==> src/rtl/gpio_pkg.sv <==
// Shared definitions for the GPIO input debouncer: per-bit FSM encoding and
// default timing constants (10 ms at 100 MHz).
package gpio_pkg;

  typedef enum logic {
    STABLE   = 1'b0,
    COUNTING = 1'b1
  } db_state_e;

  localparam int unsigned DEFAULT_DEBOUNCE_CYCLES = 1000000;
  localparam int unsigned DEFAULT_CNT_W           = 24;

endpackage

==> src/rtl/gpio_in_debouncer_bit.sv <==
// One input bit: two-flop synchroniser, counter-based debounce FSM, registered
// level, one-cycle rise/fall pulses and a sticky press latch.
module debounce_bit
  import gpio_pkg::*;
#(
  parameter int unsigned DEBOUNCE_CYCLES = DEFAULT_DEBOUNCE_CYCLES,
  parameter int unsigned CNT_W           = DEFAULT_CNT_W
) (
  input  logic clock,
  input  logic reset_p,
  input  logic btn_raw,
  input  logic clear_latch,
  output logic level,
  output logic rise_pulse,
  output logic fall_pulse,
  output logic press_latched
);

  localparam logic [CNT_W-1:0] CNT_MAX = CNT_W'(DEBOUNCE_CYCLES - 1);

  logic             s1, s2;
  db_state_e        state, state_d;
  logic [CNT_W-1:0] cnt, cnt_d;
  logic             level_d, rise_d, fall_d, latch_d;

  always_ff @(posedge clock) begin
    if (reset_p) begin
      s1            <= 1'b0;
      s2            <= 1'b0;
      state         <= STABLE;
      cnt           <= '0;
      level         <= 1'b0;
      rise_pulse    <= 1'b0;
      fall_pulse    <= 1'b0;
      press_latched <= 1'b0;
    end else begin
      s1            <= btn_raw;
      s2            <= s1;
      state         <= state_d;
      cnt           <= cnt_d;
      level         <= level_d;
      rise_pulse    <= rise_d;
      fall_pulse    <= fall_d;
      press_latched <= latch_d;
    end
  end

  // Counter only advances while s2 keeps disagreeing with the accepted level,
  // so it saturates at CNT_MAX and never wraps.
  always_comb begin
    state_d = state;
    cnt_d   = '0;
    level_d = level;
    rise_d  = 1'b0;
    fall_d  = 1'b0;
    latch_d = press_latched & ~clear_latch;
    case (state)
      STABLE: begin
        if (s2 != level) state_d = COUNTING;
      end
      COUNTING: begin
        if (s2 == level) begin
          state_d = STABLE;
        end else if (cnt == CNT_MAX) begin
          state_d = STABLE;
          level_d = s2;
          rise_d  = s2;
          fall_d  = ~s2;
          if (s2) latch_d = 1'b1;  // set beats a coincident clear
        end else begin
          cnt_d = cnt + 1'b1;
        end
      end
      default: state_d = STABLE;
    endcase
  end

endmodule

==> src/rtl/gpio_in_debouncer.sv <==
// Debounces WIDTH raw button/switch pins into the processor's gpio_in bus;
// every bit is an independent debounce_bit instance.
module gpio_in_debouncer
  import gpio_pkg::*;
#(
  parameter int unsigned WIDTH           = 4,
  parameter int unsigned DEBOUNCE_CYCLES = DEFAULT_DEBOUNCE_CYCLES,
  parameter int unsigned CNT_W           = DEFAULT_CNT_W
) (
  input  logic             clock,
  input  logic             reset_p,
  input  logic [WIDTH-1:0] btn_raw,
  input  logic [WIDTH-1:0] clear_latch,
  output logic [WIDTH-1:0] gpio_in,
  output logic [WIDTH-1:0] rise_pulse,
  output logic [WIDTH-1:0] fall_pulse,
  output logic [WIDTH-1:0] press_latched
);

  for (genvar i = 0; i < WIDTH; i++) begin : g_bit
    debounce_bit #(
      .DEBOUNCE_CYCLES (DEBOUNCE_CYCLES),
      .CNT_W           (CNT_W)
    ) u_bit (
      .clock         (clock),
      .reset_p       (reset_p),
      .btn_raw       (btn_raw[i]),
      .clear_latch   (clear_latch[i]),
      .level         (gpio_in[i]),
      .rise_pulse    (rise_pulse[i]),
      .fall_pulse    (fall_pulse[i]),
      .press_latched (press_latched[i])
    );
  end

endmodule

==> config.mk <==
export PLATFORM = sky130hd
export DESIGN_NAME = gpio_in_debouncer
export DESIGN_NICKNAME = d
export VERILOG_FILES = /design/src/rtl/gpio_pkg.sv /design/src/rtl/gpio_in_debouncer_bit.sv /design/src/rtl/gpio_in_debouncer.sv
export SDC_FILE = /design/constraint.sdc
export NUM_CORES = 1
export LEC_CHECK = 0
export ABC_AREA = 1
export BUFFER_PORTS_ARGS = -buffer_cell sky130_fd_sc_hd__buf_2
export CAP_MARGIN = 25
export CORE_MARGIN = 4
export CORE_UTILIZATION = 40
export DETAILED_ROUTE_END_ITERATION = 8
export PLACE_DENSITY = 0.62
export SETUP_SLACK_MARGIN = 0.05
export SLEW_MARGIN = 0
export SYNTH_ARGS = -nofsm -noshare
export SYNTH_HDL_FRONTEND = slang
export SYNTH_SLANG_ARGS = --single-unit
==> constraint.sdc <==
create_clock -name clock -period 1.4 [get_ports clock]
set_input_delay 0.21 -clock clock [delete_from_list [all_inputs] [get_ports clock]]
set_output_delay 0.21 -clock clock [all_outputs]
set_load 0.005 [all_outputs]
### After elaboration in Yosys (flattened, before gate mapping)

Index checks and enable logic that the tools add are counted.

| cells by class | value |
|---|---|
| bitwise logic cells | 24 |
| $add $sub $neg | 4 |
| equal/unequal tests | 12 |
| reduce and logical (&&, ||, !) cells | 12 |
| muxes and demuxes | 32 |

Operators by type and width:

| kind | count |
|---|---|
| 24-bit by 1-bit adder with 24-bit output, second input constant | 4 |
| 24-bit by 20-bit equality test with 1-bit output, second input constant | 4 |
| 4-bit OR reduction | 8 |
| 1-bit two-way mux | 28 |
| 1-bit NOT | 20 |
| 3-bit AND reduction | 4 |
| 1-bit case mux with 2 select lines | 4 |
| 1-bit AND | 4 |
| 1-bit equality test | 4 |
| 1-bit inequality test | 4 |

| storage, ports and cells | value |
|---|---|
| register bits after elaboration | 124 |
| logic and storage cells | 116 |
| output and inout port bits | 16 |

### Longest topological paths before layout

Gate-level depths: netlist of run 1.

| logic depth | value |
|---|---|
| depth in word-level cells | 6 |
| gate-level depth with buffers | 9 |

### Hierarchy

A second synthesis of run 1 with hierarchy kept.

| second synthesis, totals | value |
|---|---|
| cells, all modules | 951 |
| area, all modules | 6308.6 um^2 |

By module, submodules not included:

| module | times used | cells each | area an instance (um^2) |
|---|---|---|---|
| debounce_bit (g_bit[0].u_bit ...) | 3 | 235 | 1552.7 |
| debounce_bit (g_bit[3].u_bit) | 1 | 246 | 1650.3 |

### Least setup slack after synthesis of run 1

No wires, ideal clock.

| timing | value |
|---|---|
| kind | reg2reg |
| start | register g_bit[0].u_bit.cnt[0] |
| end | register g_bit[0].u_bit.cnt[15] |
| setup time | 0.115 ns |
| slack | -0.028 ns |
| period minus slack after synthesis | 1.428 ns |
| stages on the path, launching flop included | 10 |
| arrival | 1.314 ns |
| buffers on the path | 1 |
| cell sequence | dfxtp_1 > ha_1 > nand2_1 > nor2_4 > nand2_1 > nor2_1 > nand2_1 > nand2_2 > buf_6 > nor2_1 |

| between the ends | value |
|---|---|
| longest elaborated chain between the ends | 2 |
| elaborated cells on any way between the ends | 3 |
| classes of those cells | add/sub: 1; eq/ne: 1; reduce/logical: 1 |

RTL lines:

| element | RTL line | source |
|---|---|---|
| start, declared | gpio_in_debouncer_bit.sv:23 | `logic [CNT_W-1:0] cnt, cnt_d;` |
| start signal, assigned | gpio_in_debouncer_bit.sv:40 | `cnt <= cnt_d;` |
| branches (longest 2 deep; another with 24-bit by 1-bit adder with 24-bit output) | - |  |

Parallel ways; which one is timed is not known.
A chain may end at the register's enable or synchronous reset.

### Final worst setup path of run 1

| timing | value |
|---|---|
| start | register g_bit[1].u_bit.cnt[1] |
| end | register g_bit[1].u_bit.cnt[13] |

| between the ends | value |
|---|---|
| longest elaborated chain between the ends | 2 |
| elaborated cells on any way between the ends | 3 |
| classes of those cells | add/sub: 1; eq/ne: 1; reduce/logical: 1 |

RTL lines:

| element | RTL line |
|---|---|
| start, declared | gpio_in_debouncer_bit.sv:23 |
| start signal, assigned | gpio_in_debouncer_bit.sv:40 |
| branches (longest 2 deep; another with 24-bit by 1-bit adder with 24-bit output) | - |

Parallel ways; which one is timed is not known.

==> flow_summary.yaml, run 1 <==
worst_setup_path:
  crit_type: "flip-flop to flip-flop"
  start_kind: "flip-flop"
  crit_required_ps: 1710
  crit_arrival_ps: 1710
  cp_max_fo: 5
  cp-end-kind: "flip-flop"
final_layout:
  drive_gt1_frac: 0.317
  final_nets: 1019
  post-route-util: 0.555
  design_area_um2: 8180
  nFillCells: 1397
  n_antenna_cell: 0
  area_growth_pct: 34.1
sta:
  hold_viol: 0
  period_needed_ps: 1400
  report.final.slew_viol_count: 0
  slew_headroom: 0.818
  fmax_mhz: 714
  tightest_slew_ps: 272
  rsz0062_at_grt: "true"
  setup_viol_count_final: 1
  tns_ps: -1.38
  finalCritPeriodShare: 1.00
  fin_ws_ps: -1.38
  fin_worst_skew_ps: 12.8
  hold_ws_ps: 24.9
global_routing:
  antenna_found_initial: 0
  grt_pass1_vias: 5194
  overflow: 0
  grt_pass1_wl_um: 23000
  track_usage: 0.160
  grt_max_degree: 24
yosys:
  synth_area_um2: 6100
  syn-num-nets: 924
  synth_warnings: 0
  ys_types: 30
  yosysSeqAreaShare: 0.407
  synth_area_per_cell_um2: 6.71
  syn_inst: 910
  synth-seq-cells: 124
floorplanning:
  die_w_um: 132
  ios: 26
  initial_utilization: 0.414
  die_area_um2: 17300
  die-height_um: 132
  row_count: 44
  core_area_um2: 14800
placement:
  dp_hpwl_um: 9620
  port-buffer-count: 25
  placed_cell_area_um2: 6730
  gp_congestion: 0.860
cts:
  cts_buffer_depth: 2
  numCtsBuffers: 17
  numClockSinks: 124
  cts-root-buf: "clkbuf_16"
  cts_tree: "built"
  path_clk_slew_ps: 50
  insertion_delay_ps: 420
  cts_max_level: 4
outcome:
  status: "complete, but fails checks"
  violations: "setup timing"
route:
  num_vias: 5695
  drtIter0Drc: 393
  drt.antenna.violating_nets: 0
  dr.pass1.iters: 5
  avgRoutedWirePerCell_um: 12.0
  routed_wl_um: 14300
  via_per_inst: 4.76
  drc: 0
min_path:
  hold_path_class: "input port to flip-flop"
power:
  leakage_nw: 2.79
  power.density_nw_per_um2: 927
  vdd_drop_max_mv: 0.805
job:
  cap_violations: 0
sequential cells by signal, summed over array words and instances (netlist names):
| register | cells |
|---|---|
| g_bit.u_bit.fall_pulse | 4 |
| g_bit.u_bit.press_latched | 4 |
| g_bit.u_bit.s1 | 4 |
| g_bit.u_bit.level | 4 |
| g_bit.u_bit.rise_pulse | 4 |
| g_bit.u_bit.cnt | 96 |
| g_bit.u_bit.s2 | 4 |
| g_bit.u_bit.state | 4 |
critical path: stages (launching register included):
cell and delay, ps:
dfxtp_2 350, ha_4 160, nand3_4 80, inv_4 90
nand2_4 50, nor2_4 120, nand2_2 80, nand2_4 150
clkbuf_16 190, nor2_2 40
placed cells by master (no fill, tap or decap), drive strengths merged:
cell and n:
dfxtp 124, o21ai 9, or2 9, nand3 49, o21bai 2, nor3 4
and2 4, dlygate4sd3 2, clkinv 3, bufinv 1, buf 95, xor2 26
nor2 214, inv 102, xnor2 10, clkbuf 28, ha 4, a21oi 44
bufbuf 1, a31oi 1, nand3b 10, nand2 258, nand4 13
cell usage after synthesis:
cell	number	area, um^2
a21oi_1	44	220
or2_1	2	12.5
nor2_4	2	22.5
o21ai_0	6	30.0
clkinv_1	1	3.75
buf_4	16	120
a31oi_1	1	6.26
xnor2_1	10	87.6
dfxtp_1	124	2480
o21ai_4	1	16.3
ha_1	4	50.1
nor2_1	202	758
nor3_1	4	20.0
nand2_1	254	953
nand3b_1	10	75.1
xor2_1	26	228
nand2_2	4	25.0
nand4_1	13	81.3
nand3_1	44	220
nand3_2	5	50.1
o21ai_1	2	10.0
or2_0	4	25.0
nor2_2	10	62.6
inv_2	11	41.3
or2_2	3	18.8
and2_1	4	25.0
o21bai_1	2	15.0
buf_6	8	90.1
inv_1	91	342
buf_2	2	10.0
what timing repair did:
| item | in CTS | in global routing |
|---|---|---|
| gates cloned | 2 | 6 |
| hold buffers | 2 | 0 |
| hold endpoints to repair | 2 | 0 |
| pin swaps | 7 | 36 |
| gates resized for setup | 37 | 173 |
| buffers inserted | 7 | 11 |
| endpoints found under the setup margin | 100 | 113 |
logic make-up after synthesis:
logic type	after synthesis	synth area share
XOR/XNOR	36	0.0517
adder cells (fa/ha/maj)	4	0.00820
AND/OR/NAND/NOR	561	0.385
buffers and inverters	129	0.0994
flip-flops	124	0.407
AO/OA/AOI/OAI	56	0.0488
final timing paths:
| path | from | to | slack (ps) | cells after the start |
|---|---|---|---|---|
| worst min-delay path | btn_raw[0] | g_bit[0].u_bit.s1$_SDFF_PP0_ | 20 | 3 |
| worst min register to register | g_bit[0].u_bit.s1$_SDFF_PP0_ | g_bit[0].u_bit.s2$_SDFF_PP0_ | 400 | 2 |
| worst max-delay path | g_bit[1].u_bit.cnt[1]$_SDFF_PP0_ | g_bit[1].u_bit.cnt[13]$_SDFF_PP0_ | -1 | 9 |
| worst max register to register | g_bit[1].u_bit.cnt[1]$_SDFF_PP0_ | g_bit[1].u_bit.cnt[13]$_SDFF_PP0_ | -1 | 9 |
area by class of cell:
type	instances	area (um^2)	area share
clock buffer	24	482	0.0589
clock inverter	3	40.0	0.00489
inverter	103	392	0.0479
multi-input combinational	657	3590	0.439
sequential	124	2550	0.312
tap	184	230	0.0281
timing repair buffer	102	898	0.110
report_power, final:
part / internal (mW) / switching (mW)
Clock: 2.52 / 1.45
Sequential: 3.53 / 0.00767
Combinational: 0.0337 / 0.0389
Total: 6.09 / 1.50
per-stage QoR:
| step | worst slack (ps) | cells | total power [mW] |
|---|---|---|---|
| final | -1.38 | 1197 | 7.58 |
| after global routing | -66.0 | 1197 | 7.85 |
| after CTS | -12.6 | 1182 | 7.69 |
| after detailed placement | -29.8 | 1144 | 3.69 |
| after global placement | 14.7 | 1144 | 3.69 |
| after floorplan | 28.8 | 910 | 3.66 |
metal layers:
| metal | global-route usage | vias up | wire [um] |
|---|---|---|---|
| met5 | 0 | - | 0 |
| met4 | 0.0578 | 0 | 199 |
| met3 | 0.0428 | 21 | 545 |
| met2 | 0.262 | 100 | 6810 |
| met1 | 0.202 | 2583 | 6760 |
| li1 | - | 2991 | - |
(Power assumes the default switching activity.)
==> run 2: changes to the inputs <==
--- a/config.mk
+++ b/config.mk
@@ -12,6 +12,7 @@
 export CORE_UTILIZATION = 40
 export DETAILED_ROUTE_END_ITERATION = 8
 export PLACE_DENSITY = 0.62
+export RECOVER_POWER = 50
 export SETUP_SLACK_MARGIN = 0.05
 export SLEW_MARGIN = 0
 export SYNTH_ARGS = -nofsm -noshare
==> run 2 against run 1 <==
  * The flow still finishes with violations (setup timing)
  * Worst hold slack better by 0.55 ps
  * Largest cell class unchanged
  * Core utilization is 0.10 points lower
  * Sequential cell count stayed put
  * Highest routed layer unchanged
  * Sequential power hardly changed
  * Fmax hardly changed
  * Critical path type unchanged
  * Total power hardly changed
  * First-iteration DRC count is 1.8% higher
  * Global-route usage stayed put
  * Register-to-register slack hardly changed
  * Critical path depth stayed put
==> flow_summary.yaml, run 2 (same netlist as run 1, synthesis figures left out) <==
worst_setup_path:
  start_kind: "flip-flop"
  crit_family: "simple AND/OR/NAND/NOR gates"
  slowest_stage: "dfxtp_2"
  cp_common_cell: "nand2_4"
  crit_type: "flip-flop to flip-flop"
  slowest_delay_ps: 350
  cp-startpoint: "g_bit[1].u_bit.cnt[1]$_SDFF_PP0_"
  cp-end-kind: "flip-flop"
  worstReg2RegStart: "g_bit[1].u_bit.cnt[1]$_SDFF_PP0_"
  crit_required_ps: 1710
  cp_max_fo: 5
  rr_endpoint: "g_bit[1].u_bit.cnt[13]$_SDFF_PP0_"
  r2r_cells: 9
  crit_chain: "ha_4, nand3_4, inv_4, nand2_4, nor2_4, nand2_2, nand2_4, clkbuf_16, nor2_2"
  regToRegSetupSlack_ps: -1
  path_buf_inv: 2
  crit_arrival_ps: 1710
placement:
  preCtsSetupSlack_ps: -29.8
  port-buffer-count: 25
  placed_cells: 1144
  gp_congestion: 0.860
  dp_hpwl_um: 9620
floorplanning:
  core_area_um2: 14800
  initial_utilization: 0.414
  die_area_um2: 17300
  ios: 26
  die-height_um: 132
  row_count: 44
  die_w_um: 132
sta:
  finalCritPeriodShare: 1.00
  fin_worst_skew_ps: 12.8
  fin_ws_ps: -1.31
  rsz0062_at_grt: "true"
  report.final.slew_viol_count: 0
  period_needed_ps: 1400
  fmax_mhz: 714
  tns_ps: -1.31
  hold_ws_ps: 25.5
  hold_viol: 0
  tightest_slew_ps: 335
  slew_headroom: 0.777
  setup_viol_count_final: 1
global_routing:
  grt_max_degree: 24
  grt_pass1_wl_um: 23000
  antenna_found_initial: 0
  grt_pass1_vias: 5194
  overflow: 0
  track_usage: 0.160
outcome:
  violations: "setup timing"
  status: "complete, but fails checks"
final_layout:
  final_cell_mix: "nand2_1, nor2_1, dfxtp_1"
  regMostFlops: "g_bit.u_bit.cnt"
  drive_gt1_frac: 0.309
  largest_reg_flops: 96
  n_antenna_cell: 0
  instances_no_fill: 1197
  layout_commonest_cell: "nand2_1"
  area_growth_pct: 33.8
  final_nets: 1019
cts:
  numCtsBuffers: 17
  path_clk_slew_ps: 50
  insertion_delay_ps: 420
  cts_buffer_depth: 2
  cts_max_level: 4
  cts-root-buf: "clkbuf_16"
  cts_tree: "built"
  numClockSinks: 124
route:
  avgRoutedWirePerCell_um: 12.0
  dr.pass1.iters: 5
  via_per_inst: 4.74
  routed_wl_um: 14300
  drt.antenna.violating_nets: 0
  drtIter0Drc: 400
  num_vias: 5677
  drc: 0
power:
  vdd_drop_max_mv: 0.804
  p_total_mw: 7.58
  power.density_nw_per_um2: 928
  leakage_nw: 2.76
job:
  cap_violations: 0
min_path:
  hold_path_class: "input port to flip-flop"
  worstHoldStart: "btn_raw[0]"
  min_to: "g_bit[0].u_bit.s1$_SDFF_PP0_"
  holdPathStages: 3
## run 2: cell count changes in the layout (fill, tap and decap cells not counted), sizes merged
| cell | before | now |
|---|---|---|
| clkbuf | 28 | 36 |
| buf | 95 | 87 |
## run 2: power breakdown
group,internal (mW),switching [mW]
logic,0.0320,0.0389
registers,3.53,0.00772
clock network,2.52,1.45
total,6.08,1.50
## run 2: how the worst max path moves through the flow
stage                                   endpoint  slack [ps]  cells after the start
6_report       g_bit[1].u_bit.cnt[13]$_SDFF_PP0_          -1                      9
5_1_grt         g_bit[0].u_bit.cnt[2]$_SDFF_PP0_         -70                      6
4_1_cts         g_bit[3].u_bit.cnt[8]$_SDFF_PP0_         -10                      9
3_5_place_dp   g_bit[3].u_bit.cnt[11]$_SDFF_PP0_         -30                      9
3_3_place_gp   g_bit[2].u_bit.level$_SDFFE_PP0P_          10                      7
2_1_floorplan  g_bit[0].u_bit.cnt[23]$_SDFF_PP0_          30                      9
## run 2: per-stage QoR
stage	utilization	cell area (um^2)
floorplan	-	6160
global placement	0.456	6730
detailed placement	0.456	6730
CTS	0.509	7510
global route	0.554	8170
finish	0.554	8170
## run 2: per-layer routing
layer  wire [um]  GRT usage  vias up
li1            -          -     2987
met1        6790      0.202     2580
met2        6810      0.262       93
met3         538     0.0428       17
met4         185     0.0578        0
met5           0          0        -
## run 2: tightest hold or removal path, delay by kind of cell
family	cells	cell delay [ps]
simple gates	1	70
buf+inv	2	120
## run 2: final cells by class
| type | instances | area [um^2] |
|---|---|---|
| Tap cell | 184 | 230 |
| Inverter | 103 | 389 |
| Clock inverter | 3 | 40.0 |
| Timing Repair Buffer | 102 | 886 |
| Sequential cell | 124 | 2550 |
| Clock buffer | 24 | 482 |
| Fill cell | 1402 | 6590 |
| Multi-Input combinational cell | 657 | 3590 |
## run 2: repair_timing
| item | in CTS | in global routing |
|---|---|---|
| resized for setup | 37 | 173 |
| hold buffers | 2 | 0 |
| endpoints found under the setup margin | 100 | 113 |
| hold endpoints to repair | 2 | 0 |
| pin swaps | 7 | 36 |
| cloned | 2 | 6 |
| setup buffers | 7 | 11 |
==> run 3: changes to the inputs <==
--- a/config.mk
+++ b/config.mk
@@ -8,10 +8,12 @@
 export ABC_AREA = 1
 export BUFFER_PORTS_ARGS = -buffer_cell sky130_fd_sc_hd__buf_2
 export CAP_MARGIN = 25
+export CELL_PAD_IN_SITES_DETAIL_PLACEMENT = 1
+export CELL_PAD_IN_SITES_GLOBAL_PLACEMENT = 2
 export CORE_MARGIN = 4
-export CORE_UTILIZATION = 40
+export CORE_UTILIZATION = 31
 export DETAILED_ROUTE_END_ITERATION = 8
-export PLACE_DENSITY = 0.62
+export PLACE_DENSITY = 0.79
 export RECOVER_POWER = 50
 export SETUP_SLACK_MARGIN = 0.05
 export SLEW_MARGIN = 0
==> run 3 against run 2 <==
  * The run still ends with setup timing left
  * Clock skew down 5.9 ps
  * Die area grew 27%
  * Cell area rose by 9.7%
  * Count of clock-buffer cells in the layout fell by 1
  * Worst hold slack better by 9.7 ps
  * Non-clock buffer count increased by 28
  * Via count is 3.4% higher
==> flow_summary.yaml, run 3 (same netlist as run 1, synthesis figures left out) <==
cts:
  numCtsBuffers: 17
  cts-root-buf: "clkbuf_16"
  insertion_delay_ps: 420
  path_clk_slew_ps: 50
  cts_tree: "built"
  cts_buffer_depth: 2
  cts_max_level: 4
  numClockSinks: 124
power:
  leakage_nw: 3.06
  vdd_drop_max_mv: 0.836
  p_total_mw: 8.24
  power.density_nw_per_um2: 920
outcome:
  status: "complete, but fails checks"
  violations: "setup timing"
floorplanning:
  core_area_um2: 19400
  row_count: 51
  initial_utilization: 0.315
  die_w_um: 148
  die-height_um: 148
  die_area_um2: 22000
  ios: 26
route:
  avgRoutedWirePerCell_um: 13.8
  num_vias: 5872
  dr.pass1.iters: 4
  drc: 0
  drt.antenna.violating_nets: 0
  drtIter0Drc: 176
  routed_wl_um: 18100
  via_per_inst: 4.49
sta:
  hold_ws_ps: 35.2
  fin_ws_ps: -31.2
  hold_viol: 0
  finalCritPeriodShare: 1.02
  fin_worst_skew_ps: 6.90
  fmax_mhz: 699
  slew_headroom: 0.698
  tightest_slew_ps: 453
  period_needed_ps: 1430
  rsz0062_at_grt: "true"
  setup_viol_count_final: 68
  report.final.slew_viol_count: 0
  tns_ps: -1010
placement:
  gp_congestion: 0.786
  dp_hpwl_um: 12300
  placed_cells: 1244
  port-buffer-count: 25
worst_setup_path:
  slowest_stage: "dfxtp_4"
  crit_family: "buffers and inverters"
  cp-end-kind: "flip-flop"
  cp_max_fo: 6
  crit_arrival_ps: 1730
  start_kind: "flip-flop"
  crit_required_ps: 1700
  slowest_delay_ps: 360
  crit_chain: "ha_4, nand3_4, inv_1, nand3_4, o21ai_4, buf_6, buf_16, nor2_2"
  cp_common_cell: "nand3_4"
  path_buf_inv: 3
  crit_type: "flip-flop to flip-flop"
final_layout:
  final_nets: 1047
  n_antenna_cell: 0
  final_cell_mix: "nand2_1, nor2_1, inv_1, dfxtp_1, buf_4"
  instances_no_fill: 1309
  layout_commonest_cell: "nand2_1"
  post-route-util: 0.462
  regMostFlops: "g_bit.u_bit.cnt"
  drive_gt1_frac: 0.396
  area_growth_pct: 46.8
  largest_reg_flops: 96
  nFillCells: 2395
global_routing:
  antenna_found_initial: 0
  grt_pass1_wl_um: 29100
  grt_pass1_vias: 6071
  track_usage: 0.163
  overflow: 0
  grt_max_degree: 17
job:
  cap_violations: 0
min_path:
  hold_path_class: "input port to flip-flop"
[run 3: changes by cell type in the layout (fill, tap and decap cells not counted), sizes merged]
cell,change
bufinv,+2
clkinv,+2
bufbuf,-1
buf,+31
clkbuf,-3
[run 3: worst paths after layout]
path | start | end | cells after the start | slack (ps)
worst max-delay path | g_bit[2].u_bit.cnt[0]$_SDFF_PP0_ | g_bit[2].u_bit.cnt[9]$_SDFF_PP0_ | 8 | -30
worst min-delay path | btn_raw[2] | g_bit[2].u_bit.s1$_SDFF_PP0_ | 3 | 40
worst min register to register | g_bit[3].u_bit.s1$_SDFF_PP0_ | g_bit[3].u_bit.s2$_SDFF_PP0_ | 2 | 400
worst max register to register | g_bit[2].u_bit.cnt[0]$_SDFF_PP0_ | g_bit[2].u_bit.cnt[9]$_SDFF_PP0_ | 8 | -30
[run 3: report_power, final]
part / switching [mW] / internal (mW)
clock network: 1.57 / 3.05
logic: 0.0427 / 0.0330
registers: 0.00912 / 3.53
total: 1.63 / 6.62
[run 3: what timing repair did]
item,4_1_cts,5_1_grt
hold buffers,2,0
endpoints found under the hold margin,2,0
gates cloned,6,2
setup buffers,18,9
setup endpoints to repair,103,109
gates resized for setup,120,196
pin swaps,21,58
[run 3: worst min-delay path: cells and delay by family]
family | cells | cell delay (ps)
buffers and inverters | 2 | 130
and+or+nand+nor | 1 | 70
[run 3: final cells by class]
cell class / instances / area, um^2 / area share
multi-input combinational: 657 / 3890 / 0.434
sequential: 124 / 2550 / 0.285
timing repair buffer: 130 / 1170 / 0.131
clock buffer: 23 / 508 / 0.0567
inverter: 103 / 392 / 0.0437
tap: 265 / 332 / 0.0370
clock inverter: 7 / 110 / 0.0123
[run 3: per-stage QoR]
stage / cell area, um^2 / worst slack (ps)
floorplan: 6160 / 28.8
global placement: 6980 / 0.387
detailed placement: 6980 / -50.8
CTS: 8300 / -19.1
global route: 8960 / -134
finish: 8960 / -31.2
[run 3: routing by layer]
layer | vias up | global-route usage | routed length, um
li1 | 3029 | - | -
met5 | - | 0 | 0
met1 | 2769 | 0.206 | 8380
met4 | 0 | 0.0485 | 274
met3 | 24 | 0.0317 | 403
met2 | 50 | 0.284 | 9010
